$ cat config.mk
export PLATFORM = sky130hd
export DESIGN_NAME = result_demux_flat
export DESIGN_NICKNAME = d
export VERILOG_FILES = /design/src/rtl/result_demux_if.sv /design/src/rtl/result_demux.sv /design/src/flat_wrapper.sv
export SDC_FILE = /design/constraint.sdc
export NUM_CORES = 1
export LEC_CHECK = 0
export BUFFER_PORTS_ARGS = -buffer_cell sky130_fd_sc_hd__buf_2
export CORE_AREA = 2 2 194 177
export CTS_CLUSTER_SIZE = 8
export DETAILED_ROUTE_END_ITERATION = 8
export DIE_AREA = 0 0 196 179
export SLEW_MARGIN = 20
export SYNTH_ARGS = -nofsm -noshare
export SYNTH_HDL_FRONTEND = slang
export SYNTH_SLANG_ARGS = --single-unit
export TNS_END_PERCENT = 30
$ cat constraint.sdc
create_clock -name clk -period 14.2 [get_ports clk]
set_clock_uncertainty 0.15 [all_clocks]
set_input_delay 2.84 -clock clk [delete_from_list [all_inputs] [get_ports clk]]
set_output_delay 2.84 -clock clk [all_outputs]
set_load 0.05 [all_outputs]
$ cat src/rtl/result_demux_if.sv
// Bus bundle for result_demux: the producer stream (valid/ready/data/sel)
// and the two consumer streams (A = register-file writeback, B = store path)
// with their occupancy counts.
//   slave  : the demux side (drives in_ready and the A/B outputs)
//   master : the environment side (drives the producer and consumer-ready signals)
interface result_demux_if #(
    parameter int unsigned WIDTH = 64,
    parameter int unsigned DEPTH = 2
);
    localparam int unsigned CW = $clog2(DEPTH + 1);

    // producer stream
    logic             in_valid;
    logic             in_ready;
    logic [WIDTH-1:0] in_data;
    logic             in_sel;

    // port A: register-file writeback
    logic             a_valid;
    logic             a_ready;
    logic [WIDTH-1:0] a_data;
    logic [CW-1:0]    a_count;

    // port B: data-memory store path
    logic             b_valid;
    logic             b_ready;
    logic [WIDTH-1:0] b_data;
    logic [CW-1:0]    b_count;

    modport slave (
        input  in_valid, in_data, in_sel, a_ready, b_ready,
        output in_ready, a_valid, a_data, a_count, b_valid, b_data, b_count
    );

    modport master (
        output in_valid, in_data, in_sel, a_ready, b_ready,
        input  in_ready, a_valid, a_data, a_count, b_valid, b_data, b_count
    );
endinterface

$ cat src/rtl/result_demux.sv
// Buffered 1-to-2 demultiplexer at the distribution end of the operand-select
// path. One producer stream is steered by in_sel into one of two independent
// FIFOs, so a stalled consumer never blocks traffic to the other port.
// Ports:
//   clk   : system clock, rising edge
//   reset : synchronous, active-high reset
//   bus   : result_demux_if.slave (producer stream, port A, port B, counts)
// Parameters:
//   WIDTH : data width (default 64)
//   DEPTH : entries per output FIFO, DEPTH >= 2, any value
module result_demux #(
    parameter int unsigned WIDTH = 64,
    parameter int unsigned DEPTH = 2
) (
    input  logic          clk,
    input  logic          reset,
    result_demux_if.slave bus
);
    localparam int unsigned CW    = $clog2(DEPTH + 1);
    localparam int unsigned PW    = (DEPTH > 1) ? $clog2(DEPTH) : 1;
    localparam int unsigned NPORT = 2;

    // index 0 = port A, index 1 = port B
    logic [WIDTH-1:0] mem_q   [NPORT][DEPTH];
    logic [PW-1:0]    wptr_q  [NPORT];
    logic [PW-1:0]    wptr_d  [NPORT];
    logic [PW-1:0]    rptr_q  [NPORT];
    logic [PW-1:0]    rptr_d  [NPORT];
    logic [CW-1:0]    count_q [NPORT];
    logic [CW-1:0]    count_d [NPORT];

    logic             port_ready [NPORT];
    logic             push       [NPORT];
    logic             pop        [NPORT];
    logic             accept;

    // Pointer advance with wrap from DEPTH-1 to 0 (DEPTH need not be 2^n).
    function automatic logic [PW-1:0] ptr_inc(input logic [PW-1:0] p);
        return (p == PW'(DEPTH - 1)) ? '0 : p + PW'(1);
    endfunction

    assign port_ready[0] = bus.a_ready;
    assign port_ready[1] = bus.b_ready;

    // Ready looks only at registered counts of the selected FIFO, so a full
    // FIFO refuses a push even when its consumer pops in the same cycle; this
    // keeps a_ready/b_ready out of the in_ready path.
    assign bus.in_ready = (bus.in_sel ? count_q[1] : count_q[0]) != CW'(DEPTH);
    assign accept       = bus.in_valid & bus.in_ready;

    // Per-port push/pop qualification and next-state pointers/counts.
    always_comb begin
        for (int p = 0; p < NPORT; p++) begin
            push[p]    = accept & (bus.in_sel == 1'(p));
            pop[p]     = (count_q[p] != '0) & port_ready[p];
            wptr_d[p]  = wptr_q[p];
            rptr_d[p]  = rptr_q[p];
            count_d[p] = count_q[p];
            if (push[p]) begin
                wptr_d[p] = ptr_inc(wptr_q[p]);
            end
            if (pop[p]) begin
                rptr_d[p] = ptr_inc(rptr_q[p]);
            end
            case ({push[p], pop[p]})
                2'b10:   count_d[p] = count_q[p] + CW'(1);
                2'b01:   count_d[p] = count_q[p] - CW'(1);
                default: count_d[p] = count_q[p];
            endcase
        end
    end

    // State registers; reset clears storage too so the data outputs read 0.
    always_ff @(posedge clk) begin
        if (reset) begin
            for (int p = 0; p < NPORT; p++) begin
                wptr_q[p]  <= '0;
                rptr_q[p]  <= '0;
                count_q[p] <= '0;
                for (int e = 0; e < DEPTH; e++) begin
                    mem_q[p][e] <= '0;
                end
            end
        end else begin
            for (int p = 0; p < NPORT; p++) begin
                wptr_q[p]  <= wptr_d[p];
                rptr_q[p]  <= rptr_d[p];
                count_q[p] <= count_d[p];
                if (push[p]) begin
                    mem_q[p][wptr_q[p]] <= bus.in_data;
                end
            end
        end
    end

    // Heads are read straight from storage at the read pointer.
    assign bus.a_valid = (count_q[0] != '0);
    assign bus.a_data  = mem_q[0][rptr_q[0]];
    assign bus.a_count = count_q[0];
    assign bus.b_valid = (count_q[1] != '0);
    assign bus.b_data  = mem_q[1][rptr_q[1]];
    assign bus.b_count = count_q[1];

    // Occupancy never exceeds the FIFO depth.
    a_count_bound: assert property (@(posedge clk) disable iff (reset)
        count_q[0] <= CW'(DEPTH));
    b_count_bound: assert property (@(posedge clk) disable iff (reset)
        count_q[1] <= CW'(DEPTH));
endmodule

$ cat src/flat_wrapper.sv
// flat-port wrapper written by rule: the top's interface ports become plain ports
module result_demux_flat 
#(
    parameter int unsigned WIDTH = 64,
    parameter int unsigned DEPTH = 2
)
  (clk, reset, bus_in_valid, bus_in_data, bus_in_sel, bus_a_ready, bus_b_ready, bus_in_ready, bus_a_valid, bus_a_data, bus_a_count, bus_b_valid, bus_b_data, bus_b_count);
  result_demux_if #(.WIDTH(WIDTH), .DEPTH(DEPTH)) bus_i ();
  input  logic clk;
  input  logic reset;
  input wire logic [$bits(bus_i.in_valid)-1:0] bus_in_valid;
  input wire logic [$bits(bus_i.in_data)-1:0] bus_in_data;
  input wire logic [$bits(bus_i.in_sel)-1:0] bus_in_sel;
  input wire logic [$bits(bus_i.a_ready)-1:0] bus_a_ready;
  input wire logic [$bits(bus_i.b_ready)-1:0] bus_b_ready;
  output wire logic [$bits(bus_i.in_ready)-1:0] bus_in_ready;
  output wire logic [$bits(bus_i.a_valid)-1:0] bus_a_valid;
  output wire logic [$bits(bus_i.a_data)-1:0] bus_a_data;
  output wire logic [$bits(bus_i.a_count)-1:0] bus_a_count;
  output wire logic [$bits(bus_i.b_valid)-1:0] bus_b_valid;
  output wire logic [$bits(bus_i.b_data)-1:0] bus_b_data;
  output wire logic [$bits(bus_i.b_count)-1:0] bus_b_count;
  assign bus_i.in_valid = bus_in_valid;
  assign bus_i.in_data = bus_in_data;
  assign bus_i.in_sel = bus_in_sel;
  assign bus_i.a_ready = bus_a_ready;
  assign bus_i.b_ready = bus_b_ready;
  assign bus_in_ready = bus_i.in_ready;
  assign bus_a_valid = bus_i.a_valid;
  assign bus_a_data = bus_i.a_data;
  assign bus_a_count = bus_i.a_count;
  assign bus_b_valid = bus_i.b_valid;
  assign bus_b_data = bus_i.b_data;
  assign bus_b_count = bus_i.b_count;
  result_demux #(.WIDTH(WIDTH), .DEPTH(DEPTH)) u_core (.clk(clk), .reset(reset), .bus(bus_i));
endmodule
-- Yosys cells after proc, flatten, opt, wreduce, memory -nomap -nowiden
Memory sizes are Yosys's and may differ from the RTL's.
Cells that the tools add are included.
- add/sub/neg operators: 8
- multipliers: 0
- divide/modulo/power cells: 0
- order comparisons: 6
- equality and inequality tests: 5
- shifts and indexed selects: 0
- muxes and demuxes: 292
- bitwise operators: 272
- reductions and logical operators: 4
- operator list (operator ; number):
    two-way mux 64 bit ; 8
    two-way mux 1 bit ; 275
    bitwise OR 1 bit ; 262
    two-way mux 128 bit ; 2
    demux 64 bit (select 1 bit) ; 2
    >= comparator 2 bit (second input constant) ; 4
    NOT 1 -> 2 bit ; 4
    one-hot mux 2 bit (2 select lines) ; 2
    two-way mux 2 bit ; 3
    AND 1 bit ; 5
    adder 1 bit (second input constant) ; 4
    adder 2 x 1 -> 2 bit (second input constant) ; 2
    equality test 2 x 1 -> 1 bit (second input constant) ; 2
    equality test 2 bit (second input constant) ; 2
    less-than comparator 2 x 1 -> 1 bit (second input constant) ; 2
    nonzero test 2 bit ; 2
    subtractor 2 x 1 -> 2 bit (second input constant) ; 2
    logical AND 1 bit ; 2
    inequality test 2 bit (second input constant) ; 1
    NOT 1 bit ; 1
- flip-flop bits (word level): 0
- bits in latches: 0
- memory bits (writable): 264
- ROM bits: 0
- input bits: 70
- output and inout bits: 135
- word-level logic and storage cells: 591
- memories: 4
- memory list (memory ; words ; width ; rd ports ; clocked after Yosys merged registers in ; write ports ; line ; text):
    u_core.mem_q ; 2 ; 128 ; 2 ; 0 ; 2 ; result_demux.sv:24 ; logic [WIDTH-1:0] mem_q [NPORT][DEPTH];
    u_core.count_q ; 2 ; 2 ; 2 ; 0 ; 2 ; result_demux.sv:29 ; logic [CW-1:0] count_q [NPORT];
    u_core.rptr_q ; 2 ; 1 ; 2 ; 0 ; 2 ; result_demux.sv:27 ; logic [PW-1:0] rptr_q [NPORT];
    u_core.wptr_q ; 2 ; 1 ; 2 ; 0 ; 2 ; result_demux.sv:25 ; logic [PW-1:0] wptr_q [NPORT];

-- Depth between registers and ports, before layout
Gate-level depths: netlist of run 1.
An unclocked memory read counts as a cell.
- depth in word-level cells: 9
- depth in mapped cells: 6
- gate-level depth less buffers: 6

-- Worst setup path before layout of run 1
Ideal clock, no wire load.
- path type: input-to-reg
- from: input bus_in_sel
- to: memory u_core.mem_q[0][0] (netlist name), enable pin
- library setup time: 574 ps
- arrival time: 7865 ps
- path slack: 5610 ps
- stages: 2
- path through: or3b_2 o21ai_0
- RTL lines (what ; line ; text):
    start, declared ; flat_wrapper.sv:13 ; input wire logic [$bits(bus_i.in_sel)-1:0] bus_in_sel;
    end, declared ; result_demux.sv:24 ;

-- Final worst setup path of run 1
- from: input bus_in_sel
- to: output bus_in_ready
- cells in the longest elaborated chain, start to end: 2
- RTL lines (what ; line ; text):
    two-way mux 2 bit ; result_demux.sv:48 ; assign bus.in_ready = (bus.in_sel ? count_q[1] : count_q[0]) != CW'(DEPTH);
    inequality test 2 bit ; result_demux.sv:48 ;
    end, declared ; flat_wrapper.sv:16 ; output wire logic [$bits(bus_i.in_ready)-1:0] bus_in_ready;
Every way passes these cells.

==> results of run 1 <==
==> registers in the layout (all words and copies together), names as in the netlist <==
| signal | count |
|---|---|
| u_core.mem_q | 256 |
| u_core.count_q | 4 |
| u_core.rptr_q | 2 |
| u_core.wptr_q | 2 |
==> synthesized netlist by cell type <==
cell / number / area (µm²)
and2_1: 239 / 1500
a21o_1: 2 / 15.0
and2_2: 17 / 128
buf_2: 10 / 50.1
buf_6: 1 / 11.3
nor4_4: 1 / 21.3
mux2i_1: 1 / 10.0
or3_1: 2 / 12.5
o21ai_0: 6 / 30.0
xnor2_1: 4 / 35.0
or2_2: 2 / 12.5
nand2b_4: 1 / 13.8
buf_4: 1 / 7.51
a21oi_1: 2 / 10.0
o21a_1: 2 / 15.0
clkbuf_1: 12 / 45.0
ha_1: 2 / 25.0
edfxtp_1: 256 / 7690
nor4b_2: 1 / 15.0
nand3b_1: 1 / 7.51
mux2_2: 128 / 1440
nor2_1: 6 / 22.5
inv_1: 3 / 11.3
xor2_1: 2 / 17.5
or3b_2: 1 / 8.76
nor4b_4: 1 / 23.8
nor4_2: 1 / 12.5
clkbuf_2: 17 / 85.1
nor2b_2: 2 / 17.5
dfxtp_1: 8 / 160
==> per-layer routing <==
layer | global-route usage, % | vias up | part of all wire [%]
li1 | - | 3022 | -
met4 | 3.72 | 2 | 1.6
met5 | 0 | - | 0.050
met1 | 19.9 | 3167 | 46
met3 | 4.65 | 35 | 7.0
met2 | 23.8 | 171 | 45
==> critical path, stage by stage <==
cell and delay, ps:
buf_2 210, mux2i_1 190, buf_2 270
==> power by group <==
group | internal (mW) | switching [mW] | leakage, nW
clock | 0.505 | 0.326 | 0.521
sequential | 0.931 | 0.0836 | 2.75
combinational | 0.220 | 0.521 | 2.44
==> kinds of logic (layout without fill, tap and decap cells) <==
family | after synthesis | in the layout | share of synthesized area, %
adders and majority gates | 2 | 2 | 0.219
and+or+nand+nor | 275 | 275 | 15.6
muxes | 129 | 129 | 12.7
AOI/OAI and AO/OA | 12 | 12 | 0.612
buffers and inverters | 44 | 269 | 1.84
DFF | 264 | 264 | 68.6
xor gates and xnor gates | 6 | 6 | 0.459
other | 0 | 2 | 0
==> through the flow <==
step	setup slack, ps	cell area (µm²)
2_1_floorplan	5610	11400
3_3_place_gp	7700	13000
3_5_place_dp	7680	13000
4_1_cts	7690	14100
5_1_grt	7660	14100
6_report	7690	14100
==> area by class of cell <==
class | instances | share of cell area (%)
diodes | 2 | 0.0355
clock buffers | 46 | 7.26
clock inverters | 3 | 0.408
inverters | 3 | 0.0799
multi-input cells | 424 | 24.5
flip-flops and latches | 264 | 55.7
well taps | 429 | 3.81
repair buffers | 217 | 8.22
==> final timing paths <==
path              cells past startpoint  slack, ps                    to                 start
setup / recovery                      3       7690          bus_in_ready            bus_in_sel
hold / removal                        2        390  u_core.count_q[0][1]  u_core.count_q[0][1]
setup reg to reg                      4      11230   u_core.mem_q[1][67]  u_core.count_q[0][2]
hold reg to reg                       2        390  u_core.count_q[0][1]  u_core.count_q[0][1]
==> results_dict.tcl, run 1 <==
set metrics [dict create \
    status "finished, final reports clean" \
    fmax_ghz 0.154 \
    stdcell_count 1388 \
    tightest_slew_ps 1080 \
    syn-cell-area_um2 11400 \
    syn_inst 732 \
    rsz0062_at_grt "no" \
    area_growth_pct 23.2 \
    path_class "in -> out" \
    routed_wl_mm 26.1 \
    final.fill_count 3036 \
    whs_ps 389 \
    grt_pass1_wl_mm 39.4 \
    grt_pass1_vias 6614 \
    p_per_area_nw_per_um2 183 \
    arrival_ps 3520 \
    drv_cap 0 \
    drc 0 \
    nNetsFinal 1021 \
    dr.first_iter.drc_count 352 \
    ctsHoldBuffers 0 \
    cts.sinks 264 \
    post_cts_buffers 0 \
    irDropWorstVdd_v 0.000113 \
    dieHeight_um 179 \
    vias_per_cell 4.61 \
    antenna_found_initial 2 \
    routedWlPerCell_um 18.8 \
    std_cell_rows 64 \
    coreArea_um2 33300 \
    avgSynthCellArea_um2 15.6 \
    grt_util_all_layers_pct 14.9 \
    clock_path_buffers 3 \
    regArea_um2 7860 \
    dp_cells 1336 \
    min_path_type "reg -> reg" \
    required_ps 11210 \
    clockRootBuffer "clkbuf_16" \
    finalSetupViolCount 0 \
    clk-insertion-delay-late_ps 520 \
    fin_crit_sh_pct 45.8 \
    hold_viol_final 0 \
    route.vias.total 6397 \
    firstDrtPassIters 4 \
    final_core_util_pct 42.3 \
    max_slew_margin_pct 28.3 \
    die-width_um 196 \
    fin_crit_ps 6510 \
    cts_tree "done" \
    dieArea_um2 35100 \
    mostFrequentLayoutCell "edfxtp_1" \
    layout_common_cells "256 x edfxtp_1, 239 x and2_1, 204 x buf_2" \
    antenna_left 0 \
    crit_fanout 7 \
    place_congestion 0.705 \
    startpoint_type "primary input" \
    end_kind "output port" \
    post_cts_resized 0 \
    yosysSeqAreaShare_pct 68.6 \
    power_mw 2.59 \
    maxSlewViolCount 0 \
    leakage_nw 5.71 \
    ys_ff_latch 264 \
    htree_levels 2 \
    ios 205 \
    globalRoute.totalOverflow 0 \
    grt_start_max_net_pins 66 \
    yosysUniqueCellTypes 30 \
    io_buffers 204 \
    clkTransAtPathRegs_ps 50 \
    syn_nets 804 \
    start_util_pct 34.4 \
    cts_made_buffers 39 \
    tns_ps 0 \
    hpwl_mm 15.2 \
    multi_input_area_um2 3450 \
    yosysWarnings 0 \
    drive_above_1_share_pct 44.0 \
]
Note: power is estimated with default switching activity, not from simulation.
==> run 2, diff against run 1 <==
==> constraint.sdc (replaced) <==
create_clock -name clk -period 6.82 [get_ports clk]
set_clock_uncertainty 0.15 [all_clocks]
set_input_delay 1.364 -clock clk [delete_from_list [all_inputs] [get_ports clk]]
set_output_delay 1.364 -clock clk [all_outputs]
set_load 0.05 [all_outputs]
==> run 2 against run 1 <==
Clock power is 100% higher. Critical endpoint is now bus_a_data[29]. Final area is 0.12% lower. Power is 110% higher. Wire length is 0.49% lower. First-iteration DRC count is 34% lower. Sequential cell count stayed put. Via count is 1.4% higher.
==> results_dict.tcl, run 2 (synthesis results as in run 1) <==
set metrics [dict create \
    status "finished, final reports clean" \
    fin_crit_sh_pct 55.7 \
    drc 0 \
    stdcell_area_um2 14100 \
    leakage_nw 5.72 \
    rsz0062_at_grt "no" \
    grt_start_max_net_pins 66 \
    power_mw 5.35 \
    dr.first_iter.drc_count 232 \
    multi_input_area_um2 3450 \
    coreArea_um2 33300 \
    antenna_found_initial 2 \
    wl_met1_mm 11.4 \
    end_kind "output port" \
    drv_cap 0 \
    die-width_um 196 \
    hpwl_mm 15.7 \
    whs_ps 382 \
    ctsHoldBuffers 0 \
    layout_common_cells "256 x edfxtp_1, 239 x and2_1, 204 x buf_2" \
    clock_path_buffers 3 \
    dieHeight_um 179 \
    pwr-share-seq_pct 39.5 \
    cts.sinks 264 \
    dieArea_um2 35100 \
    wl_met2_mm 12.5 \
    post_dp_cell_area_um2 13000 \
    dr.max_layer_used "met5" \
    ios 205 \
    dp_cells 1338 \
    firstDrtPassIters 5 \
    place_congestion 0.709 \
    required_ps 5310 \
    routedWlPerCell_um 18.7 \
    antenna_left 0 \
    stdcell_count 1389 \
    maxSlewViolCount 0 \
    p_per_area_nw_per_um2 380 \
    start_util_pct 34.4 \
    clkTransAtPathRegs_ps 50 \
    crit_fanout 65 \
    std_cell_rows 64 \
    nNetsFinal 1022 \
    met3_length_mm 1.65 \
    largest_reg_flops 256 \
    globalRoute.totalOverflow 0 \
    grt_pass1_wl_mm 38.8 \
    post_cts_buffers 0 \
    tightest_slew_ps 1110 \
    clockRootBuffer "clkbuf_16" \
    htree_levels 2 \
    combPwrFrac_pct 28.8 \
    regArea_um2 7860 \
    area_growth_pct 23.0 \
    arrival_ps 2290 \
    irDropWorstVdd_v 0.000398 \
    max_slew_margin_pct 26.0 \
    switchingPower_mw 1.91 \
    hold_viol_final 0 \
    cts_made_buffers 39 \
    p_clk_share_pct 31.7 \
    vias_per_cell 4.67 \
    switching_share_pct 35.8 \
    drive_above_1_share_pct 44.1 \
    min_path_type "reg -> reg" \
    mostFrequentLayoutCell "edfxtp_1" \
    routed_wl_mm 26.0 \
    cts_tree "done" \
    path_class "reg -> out" \
    grt_pass1_vias 6683 \
    fmax_ghz 0.263 \
    post_cts_resized 0 \
    grt_util_all_layers_pct 14.8 \
    finalSetupViolCount 0 \
    route.vias.total 6484 \
    top_register "u_core.mem_q" \
    final_core_util_pct 42.3 \
    final.fill_count 3120 \
    fin_crit_ps 3800 \
    io_buffers 204 \
    clk-insertion-delay-late_ps 510 \
    reg_top3 "u_core.mem_q (256), u_core.count_q (4)" \
    startpoint_type "register" \
    p_int_mw 3.44 \
]
run 2: layout make-up:
type	instances	area share [%]
clock buffer	45	7.24
clock inverter	5	0.275
multi-input combinational	424	24.5
sequential	264	55.8
inverter	3	0.0800
antenna	1	0.0178
timing repair buffer	218	8.28
tap	429	3.81
run 2: worst max-delay path: stages (launching register included):
cell	delay (ps)
dfxtp_4	980
mux2_2	440
buf_2	210
run 2: power by group through the flow:
| stage | sequential, mW | combinational, mW | clock, mW |
|---|---|---|---|
| floorplan | 2.04 | 1.28 | 0 |
| global placement | 2.14 | 1.55 | 0 |
| detailed placement | 2.15 | 1.56 | 0 |
| CTS | 2.12 | 1.56 | 1.75 |
| global route | 2.14 | 1.62 | 1.82 |
| finish | 2.11 | 1.54 | 1.70 |
run 2: worst paths after layout:
path	startpoint	endpoint	slack, ps	cells past startpoint
setup / recovery	u_core.rptr_q[0][0]	bus_a_data[29]	3020	2
hold / removal	u_core.count_q[0][1]	u_core.count_q[0][1]	380	2
setup reg to reg	u_core.count_q[0][2]	u_core.mem_q[1][110]	4110	5
hold reg to reg	u_core.count_q[0][1]	u_core.count_q[0][1]	380	2
run 2: metrics by stage:
step           worst slack (ps)  TNS, ps
2_1_floorplan              -294   -37610
3_3_place_gp               2780        0
3_5_place_dp               3100        0
4_1_cts                    3010        0
5_1_grt                    2930        0
6_report                   3020        0
run 2: layer usage:
layer	vias up	global-route usage (%)
met5	-	0
li1	3031	-
met1	3241	18.5
met4	2	4.51
met3	40	4.29
met2	170	24.9
==> run 3, diff against run 2 <==
==> constraint.sdc (replaced) <==
create_clock -name clk -period 3.7 [get_ports clk]
set_clock_uncertainty 0.15 [all_clocks]
set_input_delay 0.74 -clock clk [delete_from_list [all_inputs] [get_ports clk]]
set_output_delay 0.74 -clock clk [all_outputs]
set_load 0.05 [all_outputs]
==> run 3 against run 2 <==
Power up 85%. Sequential power up 82%. Sequential share of layout area down 0.13 points. Final area up 0.23%. Worst setup slack worse by 2500 ps. Via count down 1.4%. Global-route usage down 0.24 points. Highest routed layer unchanged.
==> results_dict.tcl, run 3 (synthesis results as in run 1) <==
set metrics [dict create \
    grt_util_all_layers_pct 14.5 \
    ctsHoldBuffers 0 \
    holdPathStages 2 \
    reg2reg_to "u_core.mem_q[1][0]" \
    firstDrtPassIters 4 \
    cts_made_buffers 39 \
    startpoint_type "register" \
    dp_cells 1339 \
    antenna_left 0 \
    dieHeight_um 179 \
    stdcell_area_um2 14100 \
    min_path_type "reg -> reg" \
    min_to "u_core.count_q[0][3]" \
    max_slew_margin_pct 31.7 \
    routed_wl_mm 25.5 \
    routedWlPerCell_um 18.3 \
    r2r_cells 4 \
    min_from "u_core.count_q[0][3]" \
    io_buffers 204 \
    multi_input_area_um2 3450 \
    fmax_ghz 0.318 \
    fin_crit_sh_pct 84.9 \
    regToRegStartpoint "u_core.count_q[0][2]" \
    area_growth_pct 23.3 \
    final.fill_count 3083 \
    tightest_slew_ps 1020 \
    globalRoute.totalOverflow 0 \
    top_register "u_core.mem_q" \
    path_class "reg -> out" \
    cts.sinks 264 \
    irDropWorstVdd_v 0.000583 \
    coreArea_um2 33300 \
    route.vias.total 6392 \
    layout_common_cells "256 x edfxtp_1, 239 x and2_1, 204 x buf_2" \
    start_util_pct 34.4 \
    largest_reg_flops 256 \
    rsz0062_at_grt "no" \
    drc 0 \
    r2r_slack_ps 1430 \
    die-width_um 196 \
    clockRootBuffer "clkbuf_16" \
    ios 205 \
    end_kind "output port" \
    finalSetupViolCount 0 \
    stdcell_count 1393 \
    post_dp_cell_area_um2 13000 \
    maxSlewViolCount 0 \
    required_ps 2810 \
    hold_viol_final 0 \
    reg_top3 "u_core.mem_q (256), u_core.count_q (4)" \
    clkTransAtPathRegs_ps 50 \
    vias_per_cell 4.59 \
    crit_fanout 65 \
    status "finished, final reports clean" \
    hpwl_mm 15.0 \
    regArea_um2 7860 \
    p_per_area_nw_per_um2 700 \
    htree_levels 2 \
    drv_cap 0 \
    grt_pass1_vias 6634 \
    place_congestion 0.680 \
    clk-insertion-delay-late_ps 510 \
    leakage_nw 5.72 \
    dr.first_iter.drc_count 258 \
    clock_path_buffers 3 \
    grt_start_max_net_pins 66 \
    cts_tree "done" \
    antenna_found_initial 4 \
    post_cts_resized 0 \
    mostFrequentLayoutCell "edfxtp_1" \
    nNetsFinal 1023 \
    std_cell_rows 64 \
    fin_crit_ps 3140 \
    grt_pass1_wl_mm 38.6 \
    drive_above_1_share_pct 43.9 \
    post_cts_buffers 0 \
    arrival_ps 2250 \
    dieArea_um2 35100 \
]
-- run 3: cell count changes in the layout (fill, tap and decap cells not counted), sizes merged --
cell,before,now
buf,218,219
clkbuf,45,50
clkinv,4,1
diode,1,3
inv,4,3
-- run 3: final cells by class --
type	count	share of cell area (%)
repair buffers	219	8.39
multi-input cells	424	24.5
clock buffers	50	7.51
diodes	3	0.0532
inverters	3	0.0798
clock inverters	1	0.0621
well taps	429	3.80
flip-flops and latches	264	55.7
-- run 3: worst max path at each step --
stage	startpoint	end	slack, ps	depth (start not counted)
6_report	u_core.rptr_q[0][0]	bus_a_data[34]	560	2
5_1_grt	u_core.rptr_q[0][0]	bus_a_data[35]	460	2
4_1_cts	u_core.rptr_q[0][0]	bus_a_data[34]	510	2
3_5_place_dp	u_core.rptr_q[0][0]	bus_a_data[34]	1070	2
3_3_place_gp	u_core.rptr_q[0][0]	bus_a_data[34]	1080	2
2_1_floorplan	u_core.count_q[0][0]	u_core.mem_q[0][100]	-1200	3
-- run 3: report_power, final --
| part | leakage (nW) | switching [mW] | internal, mW |
|---|---|---|---|
| Combinational | 2.45 | 2.04 | 0.855 |
| Clock | 0.520 | 1.18 | 1.97 |
| Sequential | 2.75 | 0.262 | 3.57 |
-- run 3: routing by layer --
metal  GRT usage [%]  up-vias  part of all wire (%)
met2            23.1      163                    46
met3            3.97       44                   6.0
li1                -     3041                     -
met1            19.3     3142                    46
met4            4.86        2                   2.1
met5               0        -                 0.051
-- run 3: per-stage QoR --
stage / TNS, ps / utilization, % / hold slack [ps] / setup WS, ps / total power [mW]
6_report: 0 / 42.4 / 386 / 560 / 9.88
5_1_grt: 0 / 42.4 / 381 / 463 / 10.3
4_1_cts: 0 / 42.3 / 366 / 509 / 10.0
3_5_place_dp: 0 / 39.1 / 383 / 1070 / 6.84
3_3_place_gp: 0 / 39.1 / 365 / 1080 / 6.82
2_1_floorplan: -274130 / - / 505 / -1200 / 6.11
-- run 3: worst max-delay path: stages (launching register included) --
cell     delay, ps
dfxtp_4       1010
mux2_2         450
buf_2          220
